File: config.mk
export PLATFORM = sky130hd
export DESIGN_NAME = lisa_baud_gen_flat
export DESIGN_NICKNAME = d
export VERILOG_FILES = /design/src/rtl/lisa_baud_if.sv /design/src/rtl/lisa_baud_gen.sv /design/src/flat_wrapper.sv
export SDC_FILE = /design/constraint.sdc
export NUM_CORES = 1
export LEC_CHECK = 0
export CAP_MARGIN = 10
export CORE_MARGIN = 2
export CORE_UTILIZATION = 63
export DETAILED_ROUTE_END_ITERATION = 12
export PLACE_DENSITY = 0.92
export SLEW_MARGIN = 20
export SYNTH_ARGS = -nofsm -noshare
export SYNTH_HDL_FRONTEND = slang
export SYNTH_SLANG_ARGS = --single-unit
File: constraint.sdc
create_clock -name clk -period 8.9 [get_ports clk]
set_clock_uncertainty 0.2 [all_clocks]
set_input_delay 1.78 -clock clk [delete_from_list [all_inputs] [get_ports clk]]
set_output_delay 1.78 -clock clk [all_outputs]
set_load 0.05 [all_outputs]
File: src/rtl/lisa_baud_if.sv
// Line and host-side signals of the baud reference generator.
// The slave modport is the generator side, master is the host/line side.
interface lisa_baud_if #(
    parameter int DIV_WIDTH = 16
);
    logic                 rxd;
    logic                 autobaud_en;
    logic                 div_wr;
    logic [DIV_WIDTH-1:0] div_wdata;
    logic                 baud_ref;
    logic [DIV_WIDTH-1:0] divisor;
    logic                 locked;
    logic                 ab_error;

    modport master (
        output rxd, autobaud_en, div_wr, div_wdata,
        input  baud_ref, divisor, locked, ab_error
    );

    modport slave (
        input  rxd, autobaud_en, div_wr, div_wdata,
        output baud_ref, divisor, locked, ab_error
    );
endinterface

File: src/rtl/lisa_baud_gen.sv
// 16x baud reference divider with host-written or autobaud-measured divisor.
// Autobaud times four falling edges of a received 0x55 (8 bit times).
module lisa_baud_gen #(
    parameter int DIV_WIDTH   = 16,
    parameter int DEFAULT_DIV = 27
) (
    input logic        clk,
    input logic        rst_n,
    lisa_baud_if.slave bus
);
    localparam int MW = DIV_WIDTH + 7;
    localparam logic [DIV_WIDTH-1:0] DEF_DIV = DIV_WIDTH'(DEFAULT_DIV);
    localparam logic [DIV_WIDTH-1:0] MIN_DIV = DIV_WIDTH'(2);
    localparam logic [DIV_WIDTH-1:0] ONE     = DIV_WIDTH'(1);

    typedef enum logic [1:0] {
        IDLE,
        ARM,
        MEASURE,
        DONE
    } state_e;

    state_e               state_q, state_d;
    logic                 rxd_s1_q, rxd_s2_q, rxd_prev_q;
    logic [DIV_WIDTH-1:0] cnt_q, cnt_d;
    logic [DIV_WIDTH-1:0] div_q, div_d;
    logic                 baud_q, baud_d;
    logic                 locked_q, locked_d;
    logic                 err_q, err_d;
    logic [MW-1:0]        meas_q, meas_d;
    logic [1:0]           edges_q, edges_d;

    logic                 fall;
    logic [MW:0]          m_round;
    logic [DIV_WIDTH:0]   result;
    logic                 result_ok;
    logic [DIV_WIDTH-1:0] wr_val;

    assign fall = rxd_prev_q & ~rxd_s2_q;

    // M = meas_q + 1 edge-to-edge cycles; add 64 to round M/128
    assign m_round   = {1'b0, meas_q} + (MW+1)'(65);
    assign result    = (DIV_WIDTH+1)'(m_round >> 7);
    assign result_ok = !result[DIV_WIDTH] &&
                       (result[DIV_WIDTH-1:0] >= MIN_DIV);

    assign wr_val = (bus.div_wdata < MIN_DIV) ? MIN_DIV
                                              : bus.div_wdata;

    always_comb begin
        state_d  = state_q;
        div_d    = div_q;
        locked_d = locked_q;
        err_d    = err_q;
        meas_d   = meas_q;
        edges_d  = edges_q;
        baud_d   = (cnt_q == '0);
        cnt_d    = baud_d ? div_q - ONE : cnt_q - ONE;

        unique case (state_q)
            IDLE: begin
                if (bus.autobaud_en) begin
                    state_d  = ARM;
                    locked_d = 1'b0;
                    err_d    = 1'b0;
                end
            end
            ARM: begin
                if (!bus.autobaud_en) begin
                    state_d = IDLE;
                end else if (fall) begin
                    state_d = MEASURE;
                    meas_d  = '0;
                    edges_d = '0;
                end
            end
            MEASURE: begin
                if (!bus.autobaud_en) begin
                    state_d = IDLE;
                end else if (fall && edges_q == 2'd3) begin
                    if (result_ok) begin
                        div_d    = result[DIV_WIDTH-1:0];
                        cnt_d    = result[DIV_WIDTH-1:0] - ONE;
                        locked_d = 1'b1;
                        state_d  = DONE;
                    end else begin
                        err_d   = 1'b1;
                        state_d = ARM;
                    end
                end else if (meas_q == '1) begin
                    err_d   = 1'b1;
                    state_d = ARM;
                end else begin
                    meas_d = meas_q + MW'(1);
                    if (fall) begin
                        edges_d = edges_q + 2'd1;
                    end
                end
            end
            DONE: begin
                if (!bus.autobaud_en) begin
                    state_d = IDLE;
                end
            end
        endcase

        // Host write wins over anything the measurement decided
        if (bus.div_wr) begin
            div_d    = wr_val;
            cnt_d    = wr_val - ONE;
            locked_d = 1'b1;
            err_d    = 1'b0;
            if (state_q != IDLE || bus.autobaud_en) begin
                state_d = DONE;
            end
        end
    end

    always_ff @(posedge clk) begin
        if (!rst_n) begin
            state_q    <= IDLE;
            rxd_s1_q   <= 1'b1;
            rxd_s2_q   <= 1'b1;
            rxd_prev_q <= 1'b1;
            cnt_q      <= DEF_DIV - ONE;
            div_q      <= DEF_DIV;
            baud_q     <= 1'b0;
            locked_q   <= 1'b0;
            err_q      <= 1'b0;
            meas_q     <= '0;
            edges_q    <= '0;
        end else begin
            state_q    <= state_d;
            rxd_s1_q   <= bus.rxd;
            rxd_s2_q   <= rxd_s1_q;
            rxd_prev_q <= rxd_s2_q;
            cnt_q      <= cnt_d;
            div_q      <= div_d;
            baud_q     <= baud_d;
            locked_q   <= locked_d;
            err_q      <= err_d;
            meas_q     <= meas_d;
            edges_q    <= edges_d;
        end
    end

    assign bus.baud_ref = baud_q;
    assign bus.divisor  = div_q;
    assign bus.locked   = locked_q;
    assign bus.ab_error = err_q;
endmodule

File: src/flat_wrapper.sv
// flat-port wrapper written by rule: the top's interface ports become plain ports
module lisa_baud_gen_flat 
#(
    parameter int DIV_WIDTH   = 16,
    parameter int DEFAULT_DIV = 27
)
  (clk, rst_n, bus_rxd, bus_autobaud_en, bus_div_wr, bus_div_wdata, bus_baud_ref, bus_divisor, bus_locked, bus_ab_error);
  lisa_baud_if #(.DIV_WIDTH(DIV_WIDTH)) bus_i ();
  input logic clk;
  input logic rst_n;
  input wire logic [$bits(bus_i.rxd)-1:0] bus_rxd;
  input wire logic [$bits(bus_i.autobaud_en)-1:0] bus_autobaud_en;
  input wire logic [$bits(bus_i.div_wr)-1:0] bus_div_wr;
  input wire logic [$bits(bus_i.div_wdata)-1:0] bus_div_wdata;
  output wire logic [$bits(bus_i.baud_ref)-1:0] bus_baud_ref;
  output wire logic [$bits(bus_i.divisor)-1:0] bus_divisor;
  output wire logic [$bits(bus_i.locked)-1:0] bus_locked;
  output wire logic [$bits(bus_i.ab_error)-1:0] bus_ab_error;
  assign bus_i.rxd = bus_rxd;
  assign bus_i.autobaud_en = bus_autobaud_en;
  assign bus_i.div_wr = bus_div_wr;
  assign bus_i.div_wdata = bus_div_wdata;
  assign bus_baud_ref = bus_i.baud_ref;
  assign bus_divisor = bus_i.divisor;
  assign bus_locked = bus_i.locked;
  assign bus_ab_error = bus_i.ab_error;
  lisa_baud_gen #(.DIV_WIDTH(DIV_WIDTH), .DEFAULT_DIV(DEFAULT_DIV)) u_core (.clk(clk), .rst_n(rst_n), .bus(bus_i));
endmodule
### Yosys cells after proc, flatten, opt, wreduce, memory -nomap -nowiden

Cells that the tools add are included.

* $add $sub $neg: 7
* multiply operators: 0
* div/mod/pow operators: 0
* order comparisons: 2
* eq/ne operators: 18
* shift-type cells: 0
* multiplexer cells: 47
* bitwise gates (word level): 3
* reductions and logical operators: 20

Operator list (count)
* 16-bit 2-to-1 mux: 12
* 23-bit 2-to-1 mux: 5
* 16-bit by 1-bit subtractor with 16-bit output, second input constant: 4
* 23-bit one-hot mux with 2 select lines: 1
* 2-bit 2-to-1 mux: 16
* 23-bit by 7-bit adder with 24-bit output, second input constant: 1
* 23-bit by 1-bit adder with 23-bit output, second input constant: 1
* 23-bit equality test, second input constant: 1
* 16-bit by 2-bit >= comparator with 1-bit output, second input constant: 1
* 16-bit logical NOT: 1
* 16-bit by 2-bit < comparator with 1-bit output, second input constant: 1
* 2-bit nonzero test: 7
* 2-bit inequality test, second input constant: 5
* 5-bit AND reduction: 2
* 1-bit 2-to-1 mux: 9
* 3-bit inequality test, second input constant: 3
* 2-bit one-hot mux with 4 select lines: 1
* 7-bit AND reduction: 1
* 2-bit equality test, second input constant: 3
* 3-bit by 2-bit inequality test with 1-bit output, second input constant: 2
* 6-bit AND reduction: 1
* 2-bit by 1-bit inequality test with 1-bit output, second input constant: 2
* 1-bit one-hot mux with 2 select lines: 2
* 2-bit one-hot mux with 2 select lines: 1
* other kinds (12): 14

* register bits: 65
* bits in latches: 0
* RAM bits: 0
* memory bits (read-only): 0
* bits of input ports: 21
* logic and storage cells: 108
* memories: 0

### Depth between registers and ports, before layout

* depth after elaboration: 9
* gate-level depth with buffers: 15

### Least setup slack after synthesis

No wires, ideal clock.

* kind: input-to-reg
* start point: in bus_div_wdata[4]
* end point: reg u_core.cnt_q[14]
* library setup time: 125 ps
* arrival time: 3879 ps
* slack: 4695 ps
* stages on the path: 10
* path buffers: 0
* cells stage by stage: or3_1 nor3_1 nand2_1 o31ai_1 ha_1 nand2_1 nor4_1 xor2_1 a32oi_1 o21ai_0

* word-level cells in the longest chain between the ends: 4

Ends and longest elaborated chain
* from (decl): line flat_wrapper.sv:14 `input wire logic [$bits(bus_i.div_wdata)-1:0] bus_div_wdata;`
* 16-bit by 2-bit < comparator with 1-bit output: line lisa_baud_gen.sv:47 `assign wr_val = (bus.div_wdata < MIN_DIV) ? MIN_DIV`
* 16-bit 2-to-1 mux (*): line lisa_baud_gen.sv:47
* 16-bit by 1-bit subtractor with 16-bit output (*): line lisa_baud_gen.sv:110 `cnt_d = wr_val - ONE;`
* 16-bit 2-to-1 mux (*): line lisa_baud_gen.sv:108 `if (bus.div_wr) begin`
* to (signal assigned): line lisa_baud_gen.sv:125 `cnt_q <= DEF_DIV - ONE;`
* to (signal assigned): line lisa_baud_gen.sv:137 `cnt_q <= cnt_d;`
* to (decl): line lisa_baud_gen.sv:25 `logic [DIV_WIDTH-1:0] cnt_q, cnt_d;`

Every way passes the cells marked *; elsewhere a longest branch is shown, timed or not.
A chain may end at the register's enable or synchronous reset.

### Worst setup path in the final report

* start point: in bus_div_wdata[2]
* end point: reg u_core.cnt_q[14]

The elaborated chain is that of the path after synthesis.

==> impl_metrics.env <==
export IMPL_synth_top_area_share_pct=28.31
export IMPL_synth_distinct_cells=70
export IMPL_clock_root_buffer="clkbuf_8"
export IMPL_track_usage_pct=33.82
export IMPL_setup_worst_path_class="in -> reg"
export IMPL_hold_class="reg -> reg"
export IMPL_synth_edf_count=0
export IMPL_cp_data_arrival_time_ns=4.97
export IMPL_max_freq_ghz=0.2021
export IMPL_row_count=31
export IMPL_vias=4633
export IMPL_final_cell_mix="dfxtp_1 (65), nor2_1 (64), nand2_1 (57)"
export IMPL_clock_path_buffers=2
export IMPL_clk_pin_slew_ns=0.07
export IMPL_synth_compound_area_share_pct=20.39
export IMPL_synth_xor_area_share_pct=12.00
export IMPL_drtIter0Drc=312
export IMPL_cp_start_kind="input pin"
export IMPL_ir_worst_vdd_mv=0.1267
export IMPL_syn2layout_area_growth_pct=13.42
export IMPL_status="completed"
export IMPL_synthesis_area_mm2=0.004597
export IMPL_dp_hpwl_mm=9.313
export IMPL_wl_met1_mm=5.503
export IMPL_cts_tree="yes"
export IMPL_hold_start="u_core.rxd_s1_q"
export IMPL_yosysSeqAreaShare_pct=28.31
export IMPL_htreeDepth=3
export IMPL_grt_pass1_wl_mm=20.89
export IMPL_maxCapViolations=0
export IMPL_grt_overflow_total=0
export IMPL_postRouteAntennaNets=0
export IMPL_min_period_over_period_pct=55.58
export IMPL_drc_errors=0
export IMPL_pre_cts_slack_ns=3.779
export IMPL_yosysWarnings=0
export IMPL_ys_async_sr_fraction_pct=0
export IMPL_synth_largest_area_cell="dfxtp_1"
export IMPL_dieArea_mm2=0.007996
export IMPL_power_density_mw_per_mm2=134.9
export IMPL_clkSinkCount=65
export IMPL_syn_num_nets=620
export IMPL_die_x_um=89.42
export IMPL_core_area_mm2=0.007176
export IMPL_wl_met3_um=847
export IMPL_finalHoldViolations=0
export IMPL_worstPathRequired_ns=8.93
export IMPL_final_max_slew_violation_count=0
export IMPL_holdBufCountCts=0
export IMPL_dp_cells=702
export IMPL_tightestPinTransition_ns=0.8218
export IMPL_numCtsBuffers=9
export IMPL_fin_cells=717
export IMPL_ys_ff_latch=65
export IMPL_fin_tns_setup_ns=0
export IMPL_synthAdderAreaFrac_pct=1.633
export IMPL_rsz0062_at_grt="false"
export IMPL_synth_area_top_cells="dfxtp_1 (28%), xnor2_1 (8.0%), nor2_1 (5.2%), nand2_1 (4.7%), xor2_1 (4.0%)"
export IMPL_cp_end_kind="flop"
export IMPL_antenna_found_initial=0
export IMPL_setup_viol=0
export IMPL_grt_max_degree=32
export IMPL_crit_end="u_core.cnt_q[14]"
export IMPL_finalCriticalPeriod_ns=4.947
export IMPL_layout_drive_gt1_share_pct=6.149
export IMPL_top_layer_used="met4"
export IMPL_io_buffers=39
export IMPL_r2r_slack_ns=4.88
export IMPL_syn_area_per_cell_um2=7.752
export IMPL_dr_wl_met2_mm=6.166
export IMPL_max_slew_margin_pct=44.62
export IMPL_ys_flop_type="dfxtp_1"
export IMPL_postCtsSetupBuffers=0
export IMPL_start_util_pct=64.06
export IMPL_wl_mm=13.03
export IMPL_leakage_nw=1.834
export IMPL_reg2reg_from="u_core.cnt_q[1]"
export IMPL_synth_top_family_by_area="simple AND/OR/NAND/NOR gates"
export IMPL_total_power_w=0.0007032
export IMPL_cts_resized=0
export IMPL_crit_path_start="bus_div_wdata[2]"
export IMPL_worstReg2RegEnd="u_core.cnt_q[12]"
export IMPL_nets=641
export IMPL_grt_pass1_vias=4340
export IMPL_synthMuxAreaShare_pct=3.293
export IMPL_fin_area_mm2=0.005214
export IMPL_place_area_mm2=0.005000
export IMPL_die_h_um=89.42
export IMPL_gp_congestion=0.9310
export IMPL_antennaDiodeCount=0
export IMPL_rr_worst_depth=13
export IMPL_worst_slack_ns=3.953
export IMPL_drt_wirelength_per_cell_um=18.18
export IMPL_clk_latency_ns=0.36
export IMPL_synthesis_instances=593
export IMPL_via_per_inst=6.462
export IMPL_final_common_cell="dfxtp_1"
export IMPL_drt_pass1_iter_count=5
export IMPL_path_max_fanout=6
export IMPL_ios=40
export IMPL_synthSimpleGateAreaFrac_pct=29.56
kinds of logic (layout without fill, tap and decap cells):
logic type | Yosys count | count (layout)
buffers and inverters | 48 | 73
and+or+nand+nor | 265 | 265
DFF | 65 | 65
AOI/OAI and AO/OA | 131 | 131
xor gates and xnor gates | 63 | 63
muxes | 15 | 15
adders and majority gates | 6 | 6
per-layer routing:
metal	global-route usage, %	up-vias
met5	0	-
met4	16.82	0
met3	6.279	44
met2	54.14	187
met1	43.62	2195
li1	-	2207
report_power, final:
group / internal, W / switching (W)
Clock: 0.000158 / 0.000118
Combinational: 0.0000430 / 0.0000668
Sequential: 0.000303 / 0.0000143
area by class of cell:
class | instances | area [um^2]
Sequential cell | 65 | 1301
Fill cell | 587 | 1962
Timing Repair Buffer | 45 | 435.4
Clock inverter | 2 | 35.03
Clock buffer | 13 | 178.9
Multi-Input combinational cell | 480 | 3090
Tap cell | 99 | 123.9
Inverter | 13 | 48.80
cell usage after synthesis, types with 6 or more instances:
library cell	count
mux2i_1	14
buf_2	6
dfxtp_1	65
nor2b_1	7
a31oi_1	11
nand4_1	11
xor2_1	21
ha_1	6
o21ai_0	24
nor3_1	30
xnor2_1	42
inv_1	12
nand3_1	16
o31ai_1	7
and4_1	6
o211ai_1	7
a32o_1	7
a21oi_1	30
nor2_1	64
nand2_1	57
and2_1	6
and3_1	7
clkbuf_1	22
nor4_1	13
or3_1	15
nand2b_1	14
stage by stage:
stage | hold WS [ns] | util, %
after global placement | 0.1898 | 69.68
after detailed placement | 0.1957 | 69.68
after CTS | 0.2122 | 72.66
after global routing | 0.2598 | 72.66
after floorplan | 0.1863 | -
final | 0.2112 | 72.66
flip-flops by register name (all words and copies together), names as in the netlist:
| signal | flops |
|---|---|
| u_core.bus.ab_error | 1 |
| u_core.state_q | 2 |
| u_core.bus.locked | 1 |
| u_core.rxd_s1_q | 1 |
| u_core.bus.divisor | 16 |
| u_core.bus.baud_ref | 1 |
| u_core.rxd_s2_q | 1 |
| u_core.cnt_q | 16 |
| u_core.meas_q | 23 |
| u_core.edges_q | 2 |
| u_core.rxd_prev_q | 1 |
critical path: stages:
cell and delay (ns):
clkdlybuf4s50_1 0.49, or3_1 0.45, nor3_1 0.57, nand2_1 0.11
o31ai_1 0.41, ha_1 0.31, nand2_1 0.15, nor4_1 0.27
xor2_1 0.11, a32oi_1 0.17, o21ai_0 0.14
how the worst min path moves through the flow:
stage	end	slack, ns	depth (start not counted)
2_1_floorplan	u_core.rxd_s2_q	0.19	1
3_3_place_gp	u_core.rxd_s2_q	0.19	1
3_5_place_dp	u_core.rxd_s2_q	0.20	1
4_1_cts	u_core.rxd_s2_q	0.21	1
5_1_grt	u_core.rxd_s2_q	0.26	1
6_report	u_core.rxd_s2_q	0.21	1
Power figures use the tool's default switching activity.
